**config.mk**
```make
export PLATFORM = sky130hd
export DESIGN_NAME = fc_out_packer
export DESIGN_NICKNAME = d
export VERILOG_FILES = /design/src/rtl/fc_out_packer_pkg.sv /design/src/rtl/fc_iir_sat.sv /design/src/rtl/fc_out_packer.sv
export SDC_FILE = /design/constraint.sdc
export NUM_CORES = 1
export LEC_CHECK = 0
export ABC_CLOCK_PERIOD_IN_PS = 9800
export BUFFER_PORTS_ARGS = -buffer_cell sky130_fd_sc_hd__buf_2
export CAP_MARGIN = 20
export CELL_PAD_IN_SITES_DETAIL_PLACEMENT = 1
export CELL_PAD_IN_SITES_GLOBAL_PLACEMENT = 1
export CORE_ASPECT_RATIO = 1.4
export CORE_MARGIN = 3
export CORE_UTILIZATION = 50
export CTS_CLUSTER_SIZE = 30
export DETAILED_ROUTE_END_ITERATION = 10
export GPL_ROUTABILITY_DRIVEN = 0
export PLACE_DENSITY = 0.87
export SLEW_MARGIN = 20
export SYNTH_ARGS = -nofsm -noshare
export SYNTH_HDL_FRONTEND = slang
export SYNTH_SLANG_ARGS = --single-unit
```
**constraint.sdc**
```tcl
create_clock -name clk -period 9.8 [get_ports clk]
set_clock_uncertainty 0.1 [all_clocks]
set_input_delay 0.98 -clock clk [delete_from_list [all_inputs] [get_ports clk]]
set_output_delay 0.98 -clock clk [all_outputs]
set_load 0.05 [all_outputs]
```
**src/rtl/fc_out_packer_pkg.sv**
```systemverilog
// Shared constants, types and packet byte mapping for the LSTM FC output packer.
package fc_out_packer_pkg;

    localparam int unsigned QZ_DEF       = 24;
    localparam int unsigned PKT_LEN      = 7;
    localparam int unsigned IDX_CHK      = PKT_LEN - 1;
    localparam logic [7:0]  HDR_BYTE_DEF = 8'hA5;

    typedef enum logic {
        ST_IDLE,
        ST_SEND
    } ser_state_e;

    typedef struct packed {
        logic [7:0]  seq;
        logic [15:0] ch1;
        logic [15:0] ch0;
    } frame_t;

    // Byte idx of the packet for frame f; the last byte is the XOR of bytes 1..5.
    function automatic logic [7:0] pkt_byte(input frame_t f, input logic [2:0] idx,
                                            input logic [7:0] hdr);
        logic [7:0] b;
        case (idx)
            3'd0:    b = hdr;
            3'd1:    b = f.seq;
            3'd2:    b = f.ch0[15:8];
            3'd3:    b = f.ch0[7:0];
            3'd4:    b = f.ch1[15:8];
            3'd5:    b = f.ch1[7:0];
            3'd6:    b = f.seq ^ f.ch0[15:8] ^ f.ch0[7:0] ^ f.ch1[15:8] ^ f.ch1[7:0];
            default: b = 8'h00;
        endcase
        return b;
    endfunction

endpackage

```
**src/rtl/fc_iir_sat.sv**
```systemverilog
// One channel: first-order IIR smoother (primed by the first sample after reset),
// then arithmetic right shift and clamp to signed 16 bits.
module fc_iir_sat
    import fc_out_packer_pkg::*;
#(
    parameter int unsigned QZ        = QZ_DEF,
    parameter int unsigned OUT_SHIFT = 6,
    parameter int unsigned SMOOTH_K  = 2
) (
    input  logic          clk,
    input  logic          rst,
    input  logic          x_valid,
    input  logic [QZ-1:0] x,
    output logic          y_valid,
    output logic [15:0]   s
);

    localparam logic signed [QZ-1:0] S_MAX = QZ'(32767);
    localparam logic signed [QZ-1:0] S_MIN = QZ'(-32768);

    logic signed [QZ-1:0] y_q, y_d;
    logic                 primed_q, primed_d;
    logic                 vld_q, vld_d;
    logic signed [QZ:0]   diff;
    logic signed [QZ:0]   step;
    logic signed [QZ-1:0] sh;

    always_comb begin
        y_d      = y_q;
        primed_d = primed_q;
        vld_d    = x_valid;
        // Difference needs one extra bit; the updated state always lies between y and x.
        diff     = {x[QZ-1], x} - {y_q[QZ-1], y_q};
        step     = diff >>> SMOOTH_K;
        if (x_valid) begin
            primed_d = 1'b1;
            y_d      = primed_q ? (y_q + step[QZ-1:0]) : x;
        end

        sh = y_q >>> OUT_SHIFT;
        if (sh > S_MAX) begin
            s = 16'h7FFF;
        end else if (sh < S_MIN) begin
            s = 16'h8000;
        end else begin
            s = sh[15:0];
        end
    end

    always_ff @(posedge clk) begin
        if (rst) begin
            y_q      <= '0;
            primed_q <= 1'b0;
            vld_q    <= 1'b0;
        end else begin
            y_q      <= y_d;
            primed_q <= primed_d;
            vld_q    <= vld_d;
        end
    end

    assign y_valid = vld_q;

endmodule

```
**src/rtl/fc_out_packer.sv**
```systemverilog
// Smooths and saturates the two FC output channels, buffers two frames and
// serializes each as a 7-byte packet on a valid/ready byte stream.
module fc_out_packer #(
    parameter int unsigned QZ        = fc_out_packer_pkg::QZ_DEF,
    parameter int unsigned OUT_SHIFT = 6,
    parameter int unsigned SMOOTH_K  = 2,
    parameter logic [7:0]  HDR_BYTE  = fc_out_packer_pkg::HDR_BYTE_DEF
) (
    input  logic            clk,
    input  logic            rst,
    input  logic [2*QZ-1:0] output_data,
    input  logic            output_data_valid,
    output logic [7:0]      tx_data,
    output logic            tx_valid,
    input  logic            tx_ready,
    output logic [15:0]     drop_cnt,
    output logic            busy
);

    import fc_out_packer_pkg::*;

    logic        ch0_vld, ch1_vld;
    logic [15:0] ch0_s, ch1_s;

    fc_iir_sat #(.QZ(QZ), .OUT_SHIFT(OUT_SHIFT), .SMOOTH_K(SMOOTH_K)) u_ch0 (
        .clk     (clk),
        .rst     (rst),
        .x_valid (output_data_valid),
        .x       (output_data[QZ-1:0]),
        .y_valid (ch0_vld),
        .s       (ch0_s)
    );

    fc_iir_sat #(.QZ(QZ), .OUT_SHIFT(OUT_SHIFT), .SMOOTH_K(SMOOTH_K)) u_ch1 (
        .clk     (clk),
        .rst     (rst),
        .x_valid (output_data_valid),
        .x       (output_data[2*QZ-1:QZ]),
        .y_valid (ch1_vld),
        .s       (ch1_s)
    );

    frame_t      mem_q [2];
    frame_t      mem_d [2];
    logic        wr_ptr_q, wr_ptr_d;
    logic        rd_ptr_q, rd_ptr_d;
    logic [1:0]  cnt_q, cnt_d;
    logic [7:0]  seq_q, seq_d;
    logic [15:0] drop_cnt_q, drop_cnt_d;

    ser_state_e  state_q, state_d;
    logic [2:0]  idx_q, idx_d;
    frame_t      pkt_q, pkt_d;
    logic        tx_valid_q, tx_valid_d;
    logic [7:0]  tx_data_q, tx_data_d;
    logic        busy_q, busy_d;

    frame_t      head, nxt;
    logic        push, accept, pop;

    always_comb begin
        state_d    = state_q;
        idx_d      = idx_q;
        pkt_d      = pkt_q;
        tx_valid_d = tx_valid_q;
        tx_data_d  = tx_data_q;
        pop        = 1'b0;
        head       = mem_q[rd_ptr_q];
        nxt        = mem_q[~rd_ptr_q];

        case (state_q)
            ST_IDLE: begin
                if (cnt_q != 2'd0) begin
                    pkt_d   = head;
                    idx_d   = 3'd0;
                    state_d = ST_SEND;
                end
            end
            ST_SEND: begin
                if (!tx_valid_q) begin
                    tx_valid_d = 1'b1;
                    tx_data_d  = pkt_byte(pkt_q, 3'd0, HDR_BYTE);
                end else if (tx_ready) begin
                    if (idx_q == 3'(IDX_CHK)) begin
                        // The frame stays buffered until its last byte is taken.
                        pop = 1'b1;
                        if (cnt_q == 2'd2) begin
                            pkt_d     = nxt;
                            idx_d     = 3'd0;
                            tx_data_d = HDR_BYTE;
                        end else begin
                            tx_valid_d = 1'b0;
                            state_d    = ST_IDLE;
                        end
                    end else begin
                        idx_d     = idx_q + 3'd1;
                        tx_data_d = pkt_byte(pkt_q, idx_q + 3'd1, HDR_BYTE);
                    end
                end
            end
            default: state_d = ST_IDLE;
        endcase

        push   = ch0_vld & ch1_vld;
        accept = push && ((cnt_q != 2'd2) || pop);
        mem_d  = mem_q;
        if (accept) begin
            mem_d[wr_ptr_q] = '{seq: seq_q, ch1: ch1_s, ch0: ch0_s};
        end
        wr_ptr_d   = wr_ptr_q ^ accept;
        rd_ptr_d   = rd_ptr_q ^ pop;
        cnt_d      = cnt_q + {1'b0, accept} - {1'b0, pop};
        seq_d      = seq_q + {7'd0, accept};
        drop_cnt_d = drop_cnt_q;
        if (push && !accept && (drop_cnt_q != '1)) begin
            drop_cnt_d = drop_cnt_q + 16'd1;
        end
        busy_d = (cnt_d != 2'd0) || (state_d == ST_SEND);
    end

    always_ff @(posedge clk) begin
        if (rst) begin
            mem_q      <= '{default: '0};
            wr_ptr_q   <= 1'b0;
            rd_ptr_q   <= 1'b0;
            cnt_q      <= '0;
            seq_q      <= '0;
            drop_cnt_q <= '0;
            state_q    <= ST_IDLE;
            idx_q      <= '0;
            pkt_q      <= '0;
            tx_valid_q <= 1'b0;
            tx_data_q  <= '0;
            busy_q     <= 1'b0;
        end else begin
            mem_q      <= mem_d;
            wr_ptr_q   <= wr_ptr_d;
            rd_ptr_q   <= rd_ptr_d;
            cnt_q      <= cnt_d;
            seq_q      <= seq_d;
            drop_cnt_q <= drop_cnt_d;
            state_q    <= state_d;
            idx_q      <= idx_d;
            pkt_q      <= pkt_d;
            tx_valid_q <= tx_valid_d;
            tx_data_q  <= tx_data_d;
            busy_q     <= busy_d;
        end
    end

    assign tx_data  = tx_data_q;
    assign tx_valid = tx_valid_q;
    assign drop_cnt = drop_cnt_q;
    assign busy     = busy_q;

endmodule

```
# After elaboration in Yosys (flattened, before gate mapping)
# Cells that the tools add are included.
[word_totals]
ff_bits = 212
inputBits = 52
out_inout_bits = 26
[classes]
addsub = 9
magnitude_cmp = 8
eq_ne = 18
mux = 42
n_bitwise = 11
n_reduce_logical = 13
[op_table]
columns = ["cell", "n"]
rows = [
  ["2-to-1 mux 40 bit", 12],
  ["bitwise mux 80 bit", 1],
  ["case mux 40 bit (2 select lines)", 1],
  ["2-to-1 mux 16 bit", 4],
  ["case mux 8 bit (7 select lines)", 1],
  ["subtractor 24 x 24 -> 25 bit", 2],
  ["adder 24 bit", 2],
  ["2-to-1 mux 24 bit", 2],
  ["demux 40 bit (select 1 bit)", 1],
  ["> comparator 18 x 16 -> 1 bit (second input constant)", 2],
  ["< comparator 18 x 16 -> 1 bit (second input constant)", 2],
  ["2-to-1 mux 8 bit", 4],
  ["XOR 8 bit", 4],
  ["adder 16 x 1 -> 16 bit (second input constant)", 1],
  ["!= test 16 bit (second input constant)", 1],
  ["2-to-1 mux 3 bit", 5],
  ["== test 3 bit (second input constant)", 4],
  ["2-to-1 mux 1 bit", 9],
  ["adder 8 x 1 -> 8 bit", 1],
  ["!= test 2 bit (second input constant)", 4],
  ["== test 3 x 2 -> 1 bit (second input constant)", 2],
  ["greater-or-equal comparator 2 bit (second input constant)", 3],
  ["!= test 2 x 1 -> 1 bit (second input constant)", 3],
  ["!= test 3 x 2 -> 1 bit (second input constant)", 2],
  ["other kinds (19)", 28],
]

# Logic depth before layout (Yosys ltp)
# Gate-level depths: netlist of run 1.
[logic_depth]
word_depth = 11
depth_mapped = 24

# By module
# From an unflattened synthesis of run 1, not the netlist that was laid out.
[unflattened]
cells_unflattened = 1716
hier_area_um2 = 14269.9
[modules_own_cells]
columns = ["module", "n_inst", "cells_per_inst", "area_per_inst_um2"]
rows = [
  ["fc_out_packer", 1, 797, 7204.4],
  ["fc_iir_sat (u_ch1)", 1, 459, 3552.2],
  ["fc_iir_sat (u_ch0)", 1, 460, 3513.4],
]

# Worst setup path before layout of run 1
# OpenSTA, ideal clock, no wires.
[synth_path]
kind = "input port to flip-flop"
from = "input port output_data[26]"
to = "register u_ch1.y_q[23]"
setup_time_ns = 0.117
t_arrival_ns = 4.901
required_time_ns = 9.583
path_slack_ns = 4.683
stages = 19
n_path_buf = 0
path_cell_list = "ha_1 a21o_1 a31oi_2 o21ai_0 and2_1 o21a_1 or2_2 a21oi_1 xnor2_1 ha_1 o21ai_0 a221o_1 nor4_2 nor3_1 o41a_1 o21ai_1 xnor2_1 xnor2_1 a22o_1"
[synth_via]
elab_chain_cells = 3
[synth_rtl]
columns = ["item", "line_no", "text"]
rows = [
  ["start, declared", "fc_out_packer.sv:11", "input logic [2*QZ-1:0] output_data,"],
  ["subtractor 24 x 24 -> 25 bit", "fc_iir_sat.sv:33", "diff = {x[QZ-1], x} - {y_q[QZ-1], y_q};"],
  ["adder 24 bit", "fc_iir_sat.sv:37", "y_d = primed_q ? (y_q + step[QZ-1:0]) : x;"],
  ["2-to-1 mux 24 bit", "fc_iir_sat.sv:37", ""],
  ["end signal, assigned", "fc_iir_sat.sv:56", "y_q <= y_d;"],
  ["end, declared", "fc_iir_sat.sv:21", "logic signed [QZ-1:0] y_q, y_d;"],
]
# Every way passes these cells.
# A chain may end at the register's enable or synchronous reset.

# Final worst setup path of run 1
[layout_path]
from = "input port output_data[26]"
to = "register u_ch1.y_q[20]"
# The elaborated chain is that of the path after synthesis.

==> flow_summary.toml, run 1 <==
[run_status]
status = "complete, no violations"

[floorplan]
dieArea_um2 = 28800
fp.dieH_um = 199
core_um2 = 26200
io_pins = 78
num_rows = 70
start_util = 0.510
die_x_um = 144

[finish]
layout_commonest_cell = "nor2_1"
layout-drive-gt1-share = 0.0954
syn_to_final_growth_pct = 10.4
final_cell_mix = "nor2_1, dfxtp_1, mux2i_1"
fin_util = 0.563
final_nets = 1777
n_fill_cell = 3135
n_antenna_cell = 0
final_area_um2 = 14800

[hold_path]
hp-class = "reg2reg"
hp-start = "mem_q[34]"
whs_path_depth = 2

[synthesis]
async_flop_share = 0
ys_ff_latch = 212
ys_seq_area_frac = 0.318
synth.avg_cell_area_um2 = 8.44
synth_nets = 1741
ys.warnings.count = 0
syn_inst = 1584
ys_types = 62
syn_area_um2 = 13400
synthFlopType = "dfxtp_1"
synth_edf_count = 0

[global_routing]
grt_pass1_vias = 12400
antenna_found_initial = 1
grt_overflow = 0
grt_start_max_net_pins = 83
track_usage = 0.256
grt_first_pass_wirelength_um = 60600

[routing]
avgRoutedWirePerCell_um = 19.0
via_count = 11500
ant_nets = 0
route.detailed.drc = 0
drtPass1Iterations = 4
routed_wl_um = 37200
drt_iter0_drc = 429
vias_per_cell = 5.89

[sta]
setup_slack_ns = 4.65
period_minus_slack_ns = 5.15
final-setup-viol-count = 0
worst_pin_slew_ns = 0.792
relSlewSlack = 0.472
fin_crit_sh = 0.525
hold_violations = 0
maxSlewViolCount = 0
rsz0062_at_grt = "false"
fin_setup_tns_ns = 0
clock.fmax_mhz = 194

[placed_design]
place_area_um2 = 14000
io_buffers = 77
hpwl_um = 25600
place_ws_ns = 4.14

[clock_network]
clockBufferDepth = 3
clockRootBuffer = "clkbuf_16"
cts_resized = 0
postCtsSetupBuffers = 0
cts.sinks = 212
ctsHoldBuffers = 0
cts-htree-levels = 1
cts_tree = "built"
clk_pin_slew_worst_paths_ns = 0.06
clk_latency_ns = 0.53
cts-buffers-inserted = 23

[power_and_ir_drop]
powerDensity_nw_per_um2 = 215
total_power_w = 0.00318
ir_drop_v = 0.000142
leakage_nw = 6.00

[setup_path]
end_kind = "flop"
cp.required_ns = 10.13
arrival_ns = 5.48
reg2reg_from = "u_ch1.y_q[2]"
crit_fanout = 5
startpoint = "output_data[26]"
critPathLaunchType = "primary input"
path_class = "in2reg"
ff2ff_path_depth = 21

[flow_run]
maxCapViolCount = 0
worst max-delay path, stage by stage:
cell and delay (ns):
buf_2 0.11, ha_1 0.34, a21o_1 0.20, a31oi_2 0.29
o21ai_0 0.17, and2_1 0.21, o21a_1 0.19, or2_2 0.29
a21oi_1 0.18, xnor2_1 0.11, ha_1 0.25, a21o_1 0.19
a21oi_1 0.15, o21ai_0 0.18, o31ai_1 0.43, a21oi_1 0.19
a31oi_1 0.30, o21ai_0 0.19, xor2_1 0.16, mux2i_1 0.09
a211oi_1 0.26
final cells by class:
cell class | count | area [um2] | area share
clock inverters | 15 | 165 | 0.0112
well taps | 324 | 405 | 0.0275
inverters | 61 | 229 | 0.0155
clock buffers | 26 | 587 | 0.0398
flip-flops and latches | 212 | 4250 | 0.288
repair buffers | 87 | 469 | 0.0318
multi-input cells | 1235 | 8650 | 0.587
where the power goes:
group	internal, W	switching, W
clock network	0.000513	0.000380
logic	0.000538	0.000728
registers	0.000933	0.0000847
final timing paths:
path	to	slack, ns
max	u_ch1.y_q[20]	4.65
min	mem_q[34]	0.40
max reg2reg	u_ch1.y_q[20]	4.81
min reg2reg	mem_q[34]	0.40
state kept, by name, indices dropped and copies added (netlist names), 2 cells and up:
signal     flops
u_ch1.y_q     24
cnt_q          2
drop_cnt      16
u_ch0.y_q     24
seq_q          8
idx_q          3
tx_data        8
pkt_q         40
mem_q         80
cells by family (layout without fill, tap and decap cells):
logic type               after synthesis  count (layout)  synth area share
AO/OA/AOI/OAI                        326             326             0.163
flip-flops                           212             212             0.318
buffers and inverters                137             189            0.0385
AND/OR/NAND/NOR                      506             506             0.164
adder cells (fa/ha/maj)              105             105            0.0994
multiplexers                         170             170             0.134
XOR/XNOR                             128             128            0.0839
per-stage QoR:
step / cells / hold WS [ns]
detailed placement: 1919 / 0.381
floorplan: 1584 / 0.360
global placement: 1919 / 0.372
finish: 1960 / 0.395
global route: 1960 / 0.419
CTS: 1960 / 0.400
routing by layer:
metal  up-vias  GRT usage  routed length [um]
met5         -          0                   9
met4         2      0.107                1490
met3        87     0.0345                1170
met2       188      0.487               19700
met1      5650      0.281               14800
li1       5619          -                   -
synthesized netlist by cell type, types with 7 or more instances:
cell	instances	area share
clkbuf_1	63	0.018
inv_1	60	0.017
nand3_1	28	0.010
dfxtp_1	212	0.32
nor3_1	19	0.0071
xor2_1	45	0.029
nor2_1	319	0.090
o21a_1	16	0.0090
nand4_1	9	0.0042
buf_1	13	0.0037
nor2b_1	19	0.0089
ha_1	103	0.096
nand2_1	56	0.016
a21o_1	32	0.018
a31oi_1	8	0.0037
o31ai_1	7	0.0039
and3_1	9	0.0042
o21ai_0	53	0.020
mux2i_1	163	0.12
or3_1	15	0.0070
nand2b_1	12	0.0056
a21oi_1	88	0.033
mux4_2	7	0.012
xnor2_1	83	0.054
a211oi_1	81	0.045
Note: power is estimated with default switching activity, not from simulation.
==> run 2: changes to the inputs <==
--- a/config.mk
+++ b/config.mk
@@ -5,18 +5,18 @@
 export SDC_FILE = /design/constraint.sdc
 export NUM_CORES = 1
 export LEC_CHECK = 0
-export ABC_CLOCK_PERIOD_IN_PS = 9800
+export ABC_CLOCK_PERIOD_IN_PS = 5000
 export BUFFER_PORTS_ARGS = -buffer_cell sky130_fd_sc_hd__buf_2
 export CAP_MARGIN = 20
 export CELL_PAD_IN_SITES_DETAIL_PLACEMENT = 1
 export CELL_PAD_IN_SITES_GLOBAL_PLACEMENT = 1
 export CORE_ASPECT_RATIO = 1.4
 export CORE_MARGIN = 3
-export CORE_UTILIZATION = 50
+export CORE_UTILIZATION = 47
 export CTS_CLUSTER_SIZE = 30
 export DETAILED_ROUTE_END_ITERATION = 10
 export GPL_ROUTABILITY_DRIVEN = 0
-export PLACE_DENSITY = 0.87
+export PLACE_DENSITY = 0.83
 export SLEW_MARGIN = 20
 export SYNTH_ARGS = -nofsm -noshare
 export SYNTH_HDL_FRONTEND = slang
==> constraint.sdc (replaced) <==
create_clock -name clk -period 5 [get_ports clk]
set_clock_uncertainty 0.1 [all_clocks]
set_input_delay 0.5 -clock clk [delete_from_list [all_inputs] [get_ports clk]]
set_output_delay 0.5 -clock clk [all_outputs]
set_load 0.05 [all_outputs]
==> run 2 against run 1 <==
Against the previous run: cell area increased by 1.7%; sequential share of layout area decreased by 0.47 points; die area increased by 6.1%; register-to-register slack got worse by 4.5 ns; combinational power increased by 98%; worst hold slack got worse by 0.24 ns; critical path type is now reg2reg; critical endpoint is now u_ch1.y_q[23]; clock power increased by 110%; global-route usage decreased by 2.6 points; largest cell class unchanged; power increased by 100%; via count decreased by 1.2%; routed wire length decreased by 5.6%.
==> flow_summary.toml, run 2 (same netlist as run 1, synthesis figures left out) <==
[run_status]
status = "complete, no violations"

[flow_run]
maxCapViolCount = 0

[sta]
whs_ns = 0.154
hold_violations = 0
worst_pin_slew_ns = 1.05
final-setup-viol-count = 0
clock.fmax_mhz = 214
period_minus_slack_ns = 4.68
maxSlewViolCount = 0
relSlewSlack = 0.296
fin_crit_sh = 0.935

[finish]
fin_util = 0.539
largest_reg_flops = 80
final_nets = 1788
layout_commonest_cell = "nor2_1"
reg_top3 = "mem_q x80, pkt_q x40"
layout-drive-gt1-share = 0.104
final_cell_mix = "nor2_1, dfxtp_1, mux2i_1"
fin_cells = 2019
syn_to_final_growth_pct = 12.2
largest-register = "mem_q"

[setup_path]
arrival_ns = 4.99
critPathLaunchType = "flop"
ff2ff_path_depth = 21
end_kind = "flop"
r2r_slack_ns = 0.32
r2r_end = "u_ch1.y_q[23]"
reg2reg_from = "u_ch1.y_q[2]"
path_class = "reg2reg"
cp.required_ns = 5.32
crit_fanout = 3

[global_routing]
antenna_found_initial = 2
grt_overflow = 0
track_usage = 0.230
grt_start_max_net_pins = 89
grt_first_pass_wirelength_um = 59200
grt_pass1_vias = 12300

[routing]
vias_per_cell = 5.65
avgRoutedWirePerCell_um = 17.4
ant_nets = 0
drtPass1Iterations = 4
drt_iter0_drc = 357
via_count = 11400
route.detailed.drc = 0
routed_wl_um = 35100

[floorplan]
io_pins = 78
die_x_um = 149
core_um2 = 27800
start_util = 0.480
num_rows = 72
dieArea_um2 = 30500
fp.dieH_um = 206

[clock_network]
ctsHoldBuffers = 0
cts.sinks = 212
cts-htree-levels = 1
clk_latency_ns = 0.53
postCtsSetupBuffers = 0
cts-buffers-inserted = 23
cts_resized = 0
clockRootBuffer = "clkbuf_16"
cts_tree = "built"
clk_pin_slew_worst_paths_ns = 0.06
clockBufferDepth = 3

[hold_path]
hp-start = "output_data[21]"
whs_path_depth = 3
hp-class = "in2reg"
whs_endpoint = "u_ch0.y_q[21]"

[placed_design]
io_buffers = 77
placed_cells = 1975
hpwl_um = 25300

[power_and_ir_drop]
leakage_nw = 6.09
powerDensity_nw_per_um2 = 426
ir_drop_v = 0.000242
-- run 2: cell count changes in the layout (fill, tap and decap cells not counted), sizes merged, moves of 2 or more --
| cell | previous run | this run |
|---|---|---|
| buf | 87 | 97 |
| bufinv | 3 | 5 |
| clkbuf | 26 | 29 |
| clkinv | 7 | 3 |
| inv | 63 | 65 |
-- run 2: metal layers --
| metal | wire length, um | share of wire | up-vias | global-route usage |
|---|---|---|---|---|
| met5 | 13 | 0.00037 | - | 0 |
| met4 | 918 | 0.026 | 2 | 0.0700 |
| li1 | - | - | 5643 | - |
| met3 | 1010 | 0.029 | 64 | 0.0271 |
| met1 | 14700 | 0.42 | 5548 | 0.268 |
| met2 | 18400 | 0.52 | 154 | 0.437 |
-- run 2: worst max-delay path, stage by stage (launching register included) --
cell,delay (ns)
dfxtp_1,0.36
inv_1,0.06
ha_1,0.29
a21o_1,0.19
a31oi_2,0.19
buf_4,0.16
o211ai_2,0.12
a221oi_4,0.26
and2b_1,0.23
a21oi_1,0.23
xnor2_1,0.10
ha_1,0.33
o21a_1,0.14
nor2_1,0.04
a221o_1,0.31
nor4_4,0.29
nor3_1,0.11
o41a_1,0.47
o21ai_1,0.18
xnor2_1,0.15
xnor2_1,0.08
a22o_1,0.19
-- run 2: stage by stage --
stage / TNS [ns] / total power [W] / instance area [um2] / setup WS (ns)
4_1_cts: 0 / 0.00643 / 15000 / 0.268
3_5_place_dp: 0 / 0.00449 / 14100 / 0.0882
5_1_grt: -0.0210 / 0.00683 / 15000 / -0.0210
2_1_floorplan: 0 / 0.00390 / 13400 / 0.363
6_report: 0 / 0.00639 / 15000 / 0.324
3_3_place_gp: 0 / 0.00439 / 14100 / 0.175
-- run 2: worst max-delay path by stage --
stage / slack (ns) / startpoint / to / depth (start not counted)
floorplan: 0.36 / output_data[26] / u_ch1.y_q[23] / 19
finish: 0.32 / u_ch1.y_q[2] / u_ch1.y_q[23] / 21
CTS: 0.27 / u_ch1.y_q[4] / u_ch1.y_q[20] / 21
global route: -0.02 / u_ch1.y_q[2] / u_ch1.y_q[23] / 21
global placement: 0.17 / output_data[28] / u_ch1.y_q[23] / 20
detailed placement: 0.09 / output_data[28] / u_ch1.y_q[20] / 21
-- run 2: where the power goes --
group	internal [W]	switching, W
clock	0.00114	0.000743
combinational	0.00108	0.00144
sequential	0.00183	0.000155
-- run 2: layout make-up --
class,instances,area [um2]
tap,370,463
timing repair buffer,98,552
fill,3338,12800
clock buffer,28,614
antenna,1,2.50
inverter,61,229
clock inverter,14,215
multi-input combinational,1235,8680
sequential,212,4250
==> run 3: changes to the inputs <==
--- a/config.mk
+++ b/config.mk
@@ -5,6 +5,7 @@
 export SDC_FILE = /design/constraint.sdc
 export NUM_CORES = 1
 export LEC_CHECK = 0
+export ABC_AREA = 1
 export ABC_CLOCK_PERIOD_IN_PS = 5000
 export BUFFER_PORTS_ARGS = -buffer_cell sky130_fd_sc_hd__buf_2
 export CAP_MARGIN = 20
@@ -12,12 +13,12 @@
 export CELL_PAD_IN_SITES_GLOBAL_PLACEMENT = 1
 export CORE_ASPECT_RATIO = 1.4
 export CORE_MARGIN = 3
-export CORE_UTILIZATION = 47
+export CORE_UTILIZATION = 45
 export CTS_CLUSTER_SIZE = 30
 export DETAILED_ROUTE_END_ITERATION = 10
 export GPL_ROUTABILITY_DRIVEN = 0
 export PLACE_DENSITY = 0.83
-export SLEW_MARGIN = 20
+export SLEW_MARGIN = 10
 export SYNTH_ARGS = -nofsm -noshare
 export SYNTH_HDL_FRONTEND = slang
 export SYNTH_SLANG_ARGS = --single-unit
==> run 3 against run 2 <==
Against the previous run: sequential power fell by 4%; synthesized cell count increased by 40%; critical path type unchanged; critical endpoint is now u_ch0.y_q[23]; non-clock buffer count fell by 5; sequential share of layout area shrank 2.5 points; highest routed layer is now met4; worst setup slack improved by 0.55 ns.
==> flow_summary.toml, run 3 <==
[clock_network]
cts_resized = 0
cts_tree = "built"
cts.sinks = 212
cts-htree-levels = 1
postCtsSetupBuffers = 0
clk_pin_slew_worst_paths_ns = 0.07
clk_latency_ns = 0.54
clockRootBuffer = "clkbuf_16"
ctsHoldBuffers = 0
clockBufferDepth = 3
cts-buffers-inserted = 25

[synthesis]
ys_seq_area_frac = 0.286
async_flop_share = 0
synthFlopType = "dfxtp_1"
ys.warnings.count = 0
synth_top_cell_area_share = 0.286
synth.avg_cell_area_um2 = 6.66
synthTopCellsByArea = "dfxtp_1, nand2_1, a21oi_1"
ys_ff_latch = 212
synth_edf_count = 0
yosysMostFrequentCell = "nand2_1"
syn_inst = 2225
synth_commonest_cells = "nand2_1, inv_1, a21oi_1"
syn_area_um2 = 14800
synth_nets = 2382
synth_largest_area_cell = "dfxtp_1"
ys_types = 59

[setup_path]
reg2reg_from = "u_ch0.y_q[15]"
cp_common_cell = "nand2_1"
end_kind = "flop"
arrival_ns = 4.43
critPathLaunchType = "flop"
ff2ff_path_depth = 24
path_class = "reg2reg"
cp.depth = 24
startpoint = "u_ch0.y_q[15]"
cpLargestDelayFamily = "simple AND/OR/NAND/NOR gates"
crit_fanout = 4
r2r_end = "u_ch0.y_q[23]"
cp.required_ns = 5.30
r2r_slack_ns = 0.88
endpoint = "u_ch0.y_q[23]"
critPathMaxStageDelay_ns = 0.40
critical_path_buf_inv_count = 4
critPathSlowestCell = "ha_1"
path_cells = "inv_1 > ha_1 > nand2_1 > nor4_2 > nand3_1 > nand3_2 > nand3_2 > nand2_2 > nand3_1 > nand2_1 > xor2_1 > inv_1 > ha_1 > inv_1 > nor3_1 > nand2_1 > nor2_1 > nand2_1 > o211ai_1 > inv_1 > nand3_1 > nand3_1 > nand2_1 > a21oi_1"

[hold_path]
hp-class = "in2reg"
hp-start = "output_data[24]"

[global_routing]
grt_pass1_vias = 16000
grt_overflow = 0
antenna_found_initial = 1
grt_start_max_net_pins = 86
track_usage = 0.270
grt_first_pass_wirelength_um = 78600

[routing]
ant_nets = 0
drt_iter0_drc = 763
drtPass1Iterations = 5
routed_wl_um = 48900
avgRoutedWirePerCell_um = 18.0
vias_per_cell = 5.56
via_count = 15100
route.detailed.drc = 0

[placed_design]
io_buffers = 77
place_area_um2 = 15500
hpwl_um = 36600
place_ws_ns = 0.827

[power_and_ir_drop]
ir_drop_v = 0.000274
total_power_w = 0.00628
leakage_nw = 7.39
powerDensity_nw_per_um2 = 382

[floorplan]
dieArea_um2 = 35200
start_util = 0.457
core_um2 = 32400
io_pins = 78
num_rows = 78
die_x_um = 159
fp.dieH_um = 221

[sta]
maxSlewViolCount = 0
fin_crit_sh = 0.825
setup_slack_ns = 0.876
hold_violations = 0
worst_pin_slew_ns = 1.10
period_minus_slack_ns = 4.12
fin_setup_tns_ns = 0
final-setup-viol-count = 0
whs_ns = 0.131
relSlewSlack = 0.265
rsz0062_at_grt = "false"
clock.fmax_mhz = 242

[flow_run]
maxCapViolCount = 0

[finish]
layout-drive-gt1-share = 0.0903
layout_commonest_cell = "nand2_1"
syn_to_final_growth_pct = 11.1
largest_reg_flops = 80
final_cell_mix = "nand2_1, inv_1, a21oi_1"
n_antenna_cell = 0
reg_top3 = "mem_q x80, pkt_q x40"
final_nets = 2420
largest-register = "mem_q"
final_area_um2 = 16500

[run_status]
status = "complete, no violations"
-- run 3: cell types whose count changed after synthesis, sizes merged, moves of 42 or more --
cell,before,now
nand2,56,374
o21ai,57,200
nand3,28,91
mux2i,163,0
a21oi,89,276
a211oi,82,40
inv,61,325
nor2,319,271
-- run 3: final cells by class --
cell class	instances	area, um2
fill	4388	15900
multi-input combinational	1605	9030
sequential	212	4250
inverter	326	1230
clock buffer	33	706
tap	440	551
timing repair buffer	93	544
clock inverter	12	155
-- run 3: worst min-delay path by stage --
stage                   end  slack (ns)  cells after the start
2_1_floorplan     mem_q[32]        0.33                      2
3_3_place_gp      mem_q[32]        0.35                      2
3_5_place_dp     tx_data[1]        0.36                      2
4_1_cts        u_ch1.y_q[0]        0.12                      3
5_1_grt        u_ch1.y_q[0]        0.14                      3
6_report       u_ch1.y_q[0]        0.13                      3
-- run 3: report_power, final --
group          internal (W)  switching (W)
Clock               0.00115       0.000780
Sequential          0.00181      0.0000943
Combinational      0.000810        0.00163
-- run 3: cells by family after synthesis --
kind of cell             synth area share
AO/OA/AOI/OAI                       0.234
XOR/XNOR                           0.0550
adder cells (fa/ha/maj)            0.0897
buffers and inverters               0.105
flip-flops                          0.286
multiplexers                      0.00304
AND/OR/NAND/NOR                     0.227
-- run 3: layer usage --
metal | vias to the layer above | part of all wire | track usage
met2 | 295 | 0.53 | 0.535
met4 | 0 | 0.046 | 0.124
met5 | - | 0 | 0
li1 | 7436 | - | -
met1 | 7282 | 0.39 | 0.287
met3 | 127 | 0.031 | 0.0266
-- run 3: per-stage QoR --
step	util	instances
after floorplan	-	2225
after global placement	0.480	2673
after detailed placement	0.480	2673
after CTS	0.506	2718
after global routing	0.508	2721
final	0.508	2721
-- run 3: worst min-delay path, stage by stage --
cell and delay (ns):
buf_2 0.10, nand2_1 0.06, a21oi_1 0.06
